`config.mk`:
```
export PLATFORM = sky130hd
export DESIGN_NAME = csa_pipe_addsub
export DESIGN_NICKNAME = d
export VERILOG_FILES = /design/src/rtl/csa_pipe_addsub.sv
export SDC_FILE = /design/constraint.sdc
export NUM_CORES = 1
export LEC_CHECK = 0
export ABC_AREA = 1
export ABC_CLOCK_PERIOD_IN_PS = 7000
export CAP_MARGIN = 15
export CORE_MARGIN = 2
export CORE_UTILIZATION = 60
export CTS_CLUSTER_SIZE = 40
export DETAILED_ROUTE_END_ITERATION = 8
export PLACE_DENSITY = 0.93
export SYNTH_ARGS = -nofsm -noshare
export SYNTH_HDL_FRONTEND = slang
export SYNTH_SLANG_ARGS = --single-unit
```
`constraint.sdc`:
```
create_clock -name clk -period 7 [get_ports clk]
set_input_delay 1.4 -clock clk [delete_from_list [all_inputs] [get_ports clk]]
set_output_delay 1.4 -clock clk [all_outputs]
set_load 0.02 [all_outputs]
```
`src/rtl/csa_pipe_addsub.sv`:
```
// Pipelined carry-select adder/subtractor: one BLOCK-bit segment is resolved per stage,
// behind a valid/ready streaming interface with a single global stall.
module csa_pipe_addsub #(
    parameter int WIDTH = 16,
    parameter int BLOCK = 4
) (
    input  logic             clk,
    input  logic             rst,
    input  logic             in_valid,
    output logic             in_ready,
    input  logic [WIDTH-1:0] A,
    input  logic [WIDTH-1:0] B,
    input  logic             Cin,
    input  logic             Sub,
    output logic             out_valid,
    input  logic             out_ready,
    output logic [WIDTH-1:0] Sum,
    output logic             Carry,
    output logic             Overflow
);
    localparam int NBLK = WIDTH / BLOCK;

    if ((WIDTH % BLOCK) != 0 || BLOCK < 2) begin : g_param_check
        $error("csa_pipe_addsub: WIDTH must be a multiple of BLOCK and BLOCK must be >= 2");
    end

    // Global stall: the whole pipe moves together or not at all.
    logic advance;
    assign advance  = out_ready || !out_valid;
    assign in_ready = advance;

    for (genvar k = 0; k < NBLK; k++) begin : g_stage
        localparam int LO  = k * BLOCK;
        localparam int HI  = LO + BLOCK;
        localparam int REM = WIDTH - LO;

        logic           v_in;
        logic [REM-1:0] op_a;
        logic [REM-1:0] op_b;
        logic [BLOCK:0] seg;
        logic [HI-1:0]  sum_d;
        logic [HI-1:0]  sum_q;
        logic           carry_q;
        logic           valid_q;

        if (k == 0) begin : g_first
            logic c_in;
            assign v_in  = in_valid;
            assign op_a  = A;
            assign op_b  = Sub ? ~B : B;
            assign c_in  = Sub | Cin;
            assign seg   = {1'b0, op_a[BLOCK-1:0]} + {1'b0, op_b[BLOCK-1:0]}
                         + {{BLOCK{1'b0}}, c_in};
            assign sum_d = seg[BLOCK-1:0];
        end else begin : g_select
            logic [BLOCK:0] cand0;
            logic [BLOCK:0] cand1;
            assign v_in  = g_stage[k-1].valid_q;
            assign op_a  = g_stage[k-1].g_ops.a_q;
            assign op_b  = g_stage[k-1].g_ops.bx_q;
            // Both carry-in outcomes are ready before the lower segment's carry selects one.
            assign cand0 = {1'b0, op_a[BLOCK-1:0]} + {1'b0, op_b[BLOCK-1:0]};
            assign cand1 = {1'b0, op_a[BLOCK-1:0]} + {1'b0, op_b[BLOCK-1:0]} + (BLOCK+1)'(1);
            assign seg   = g_stage[k-1].carry_q ? cand1 : cand0;
            assign sum_d = {seg[BLOCK-1:0], g_stage[k-1].sum_q};
        end

        always_ff @(posedge clk or posedge rst) begin
            if (rst) begin
                // NOTE: data registers are reset as well as valids, so Sum/Carry read 0 after reset.
                valid_q <= 1'b0;
                carry_q <= 1'b0;
                sum_q   <= '0;
            end else if (advance) begin
                // NOTE: non-blocking assignments keep every stage sampling pre-edge values.
                valid_q <= v_in;
                if (v_in) begin
                    carry_q <= seg[BLOCK];
                    sum_q   <= sum_d;
                end
            end
        end

        if (HI < WIDTH) begin : g_ops
            logic [WIDTH-HI-1:0] a_q;
            logic [WIDTH-HI-1:0] bx_q;

            always_ff @(posedge clk or posedge rst) begin
                if (rst) begin
                    a_q  <= '0;
                    bx_q <= '0;
                end else if (advance && v_in) begin
                    a_q  <= op_a[REM-1:BLOCK];
                    bx_q <= op_b[REM-1:BLOCK];
                end
            end
        end else begin : g_last
            logic ovf_d;
            logic ovf_q;

            // Carry into the MSB is recovered from the MSB sum bit and its operand bits.
            assign ovf_d = seg[BLOCK] ^ (seg[BLOCK-1] ^ op_a[BLOCK-1] ^ op_b[BLOCK-1]);

            always_ff @(posedge clk or posedge rst) begin
                if (rst) begin
                    ovf_q <= 1'b0;
                end else if (advance && v_in) begin
                    ovf_q <= ovf_d;
                end
            end

            assign Sum       = sum_q;
            assign Carry     = carry_q;
            assign Overflow  = ovf_q;
            assign out_valid = valid_q;
        end
    end

endmodule

```
==> summary.txt <==
Min path
  • Worst hold path stage count: 2
  • Hold crit path type: reg -> reg

STA
  • Actual slew at the worst max-slew pin: 0.873 ns
  • Min cycle time layout: 4.19 ns
  • Worst clock skew: 0.00875 ns
  • Final WS setup: 2.81 ns
  • Unrepaired setup endpoints after global routing: false
  • Endpoints failing hold: 0
  • Setup Viol. Count Final: 0
  • Sum of negative setup slack: 0 ns
  • Peak Freq: 239 MHz
  • Final Cycle Share: 59.8%
  • Tightest slew margin relative to the limit: 41.6%
  • Max-slew violations: 0

Status
  • Run status: finished clean

Finish
  • Count of inserted antenna diode cells: 0
  • Post-layout util: 71.8%
  • Final standard cell count with taps included and fillers excluded: 687
  • Ratio of cells with drive above 1 in the final layout: 6.67%
  • Most frequent cells in the layout: 190 x nand2_1, 97 x dfrtp_1, 57 x clkdlybuf4s50_1, 45 x inv_1, 45 x o21ai_0
  • Number of fill cells: 537
  • Most frequent standard cell in the layout excluding fill and tap cells: nand2_1
  • Area delta synth->final: 17.5%
  • Nets: 642

Yosys
  • Ys Warns: 0
  • Number of storage elements in the synthesis netlist: 97
  • Largest cells by area after synthesis: dfrtp_1 52%, nand2_1 15%, ha_1 4.8%
  • Mux share of post-synthesis cell area: 0%
  • Fraction of the yosys area taken by sequential cells: 52.0%
  • Cell area after synthesis: 0.00467 mm²
  • Post-synth top area share: 52.0%
  • Syn avg cell area: 8.83 µm²
  • Adder and majority gate portion of the synthesized area: 6.96%
  • Share of the synthesized netlist area taken by xor and xnor gates: 4.87%
  • Basic-gate share of the synthesized area counting and, or, nand and nor cells: 21.6%
  • Cell count after synthesis: 529
  • Post-synthesis cell type count: 32
  • Top cell type by total area after synthesis: dfrtp_1
  • Largest family of logic cells by synthesized area: simple AND/OR/NAND/NOR gates
  • Area fraction in compound gates after synthesis: 8.25%
  • Synth Net Count: 590

Setup path
  • Cell type group with the largest total delay on the critical path: buffers and inverters
  • Sequence of cells on the critical path: clkdlybuf4s50_1, nor2_4, inv_2, clkdlybuf4s50_1
  • Critical path peak fanout: 6
  • CP Class: in -> out
  • Data arrival time of the critical path: 2.79 ns
  • Largest incremental delay on the critical path: 0.57 ns
  • Worst EP required: 5.60 ns
  • Type of destination of the critical path: output port
  • Total buffers and inverters traversed by the critical path: 3
  • Crit path top cell by count: clkdlybuf4s50_1
  • Worst-case reg-to-reg path depth: 13
  • Crit start category: input pin
  • Standard cell with the maximum stage delay on the critical path: clkdlybuf4s50_1
  • Levels on crit path: 4

Floorplan
  • Core ar.: 0.00765 mm²
  • # IOs: 58
  • Row count: 32
  • Die area: 0.00851 mm²
  • Die width: 92.2 µm
  • Starting Density: 61.1%
  • DIE HEIGHT: 92.2 µm

Detailed routing
  • Via count: 3517
  • Number of remaining DRC errors: 0
  • Number of routed nets with antenna violations: 0
  • Post-detailed-routing wire length: 8650 µm
  • Routed wirelength normalized by instance count: 12.6 µm
  • Ratio of routed vias to standard cells: 5.12
  • Drt pass-1 iters: 6
  • Number of DRC markers in iteration 0: 202

Placement
  • DP Cell Count: 671
  • Routability-driven placement congestion ratio: 0.869
  • Count of buffers from port buffering: 57
  • Pre-CTS setup slack: 2.83 ns
  • Detail Placement HPWL: 6230 µm

Global route
  • First-pass GRT wire length: 15300 µm
  • Number of global-route vias before repair: 3426
  • Maximum number of pins on one net before global-route repair: 98
  • Initial antenna violation count: 0
  • Total Routing Usage GR: 22.6%
  • Global route total overflow: 0

Clock network
  • Number of instances resized during post-cts repair: 0
  • CTS Root Cell: clkbuf_8
  • Clock tree from TritonCTS: done
  • Buffers inserted by post-CTS timing repair: 0
  • Number of buffers inserted during clock tree synthesis: 9
  • Clock buffer depth: 2
  • Clock sink total: 97
  • Clock-pin slew on the worst setup and hold paths: 0.10 ns
  • Clock network latency to the later pin of the worst-skew pair: 0.37 ns
  • Count of hold buffers inserted by post-cts repair: 0
  • Maximum level of the CTS H-tree: 3

Power
  • Leakage power summed over all cells: 2.72 nW
  • Worst voltage drop across the vdd grid: 0.000194 V
  • Power density of the placed cells: 409 mW/mm²

Flow run
  • Number of violations of the max-capacitance limit: 0
synth_stat cells:
| master | count |
|---|---|
| dfrtp_1 | 97 |
| xnor2_1 | 16 |
| buf_2 | 13 |
| xor2_1 | 10 |
| or2_2 | 1 |
| a21o_1 | 1 |
| a21oi_1 | 10 |
| nand2_1 | 190 |
| inv_1 | 46 |
| nor3_1 | 3 |
| o211ai_1 | 2 |
| or2_1 | 1 |
| ha_1 | 18 |
| o21ai_1 | 7 |
| nor2_2 | 2 |
| nand2_4 | 2 |
| and3_1 | 1 |
| nand3b_1 | 1 |
| nor2_1 | 8 |
| buf_4 | 3 |
| o21a_1 | 1 |
| nor2_4 | 4 |
| clkbuf_1 | 2 |
| o21bai_1 | 2 |
| nand4_1 | 1 |
| nand3_1 | 21 |
| inv_2 | 8 |
| nand3_2 | 2 |
| o31ai_1 | 4 |
| nand2_2 | 2 |
| o21ai_0 | 45 |
| fa_1 | 5 |
cell type report:
class                      instances  area, µm²  area share, %
sequential                        97       2430           44.2
multi-input combinational        360       1950           35.5
timing repair buffer              59        606           11.0
inverter                          54        204           3.72
tap                              102        128           2.33
clock buffer                       9        124           2.26
clock inverter                     6       52.6          0.958
power breakdown:
part / internal [mW] / total, mW / switching, mW
Combinational: 0.390 / 1.01 / 0.618
Sequential: 0.783 / 0.903 / 0.120
Clock: 0.133 / 0.331 / 0.199
Total: 1.31 / 2.24 / 0.937
through the flow:
step / area (µm²) / total power, mW / hold slack (ns)
3_5_place_dp: 5280 / 1.91 / 0.460
4_1_cts: 5460 / 2.25 / 0.483
5_1_grt: 5490 / 2.43 / 0.494
3_3_place_gp: 5280 / 1.83 / 0.456
2_1_floorplan: 4670 / 1.63 / 0.432
6_report: 5490 / 2.24 / 0.481
sequential cells by signal (all words and copies together), names as in the netlist:
| name | flops |
|---|---|
| g_stage.carry_q | 3 |
| g_stage.g_ops.bx_q | 24 |
| g_stage.sum_q | 24 |
| Overflow | 1 |
| g_stage.g_ops.a_q | 24 |
| g_stage.valid_q | 3 |
| out_valid | 1 |
| Carry | 1 |
| Sum | 16 |
layer usage:
layer / vias up / part of all wire, % / track usage (%)
met2: 89 / 49 / 38.5
met5: - / 0 / 0
met3: 14 / 5.0 / 4.85
li1: 1777 / - / -
met1: 1637 / 44 / 28.9
met4: 0 / 1.4 / 7.71
path summary, 6_finish.rpt:
kind / startpoint / endpoint / slack, ns
max: out_ready / in_ready / 2.81
max reg2reg: g_stage[2].g_ops.a_q[0] / Overflow / 4.85
min in group asynchronous: rst / Sum[7] / 1.39
max in group asynchronous: rst / g_stage[1].g_ops.a_q[5] / 4.96
min: g_stage[2].sum_q[0] / Sum[0] / 0.48
min reg2reg: g_stage[2].sum_q[0] / Sum[0] / 0.48
tightest hold or removal path, stage by stage, from the launching register on:
cell	delay, ns
dfrtp_1	0.35
nand2_1	0.05
nand2_1	0.05
kinds of logic (layout without fill, tap and decap cells):
kind of cell / Yosys count / in the layout
adders and majority gates: 23 / 23
AOI/OAI and AO/OA: 72 / 72
DFF: 97 / 97
and+or+nand+nor: 239 / 239
xor gates and xnor gates: 26 / 26
buffers and inverters: 72 / 128
Note: power is estimated with default switching activity, not from simulation.
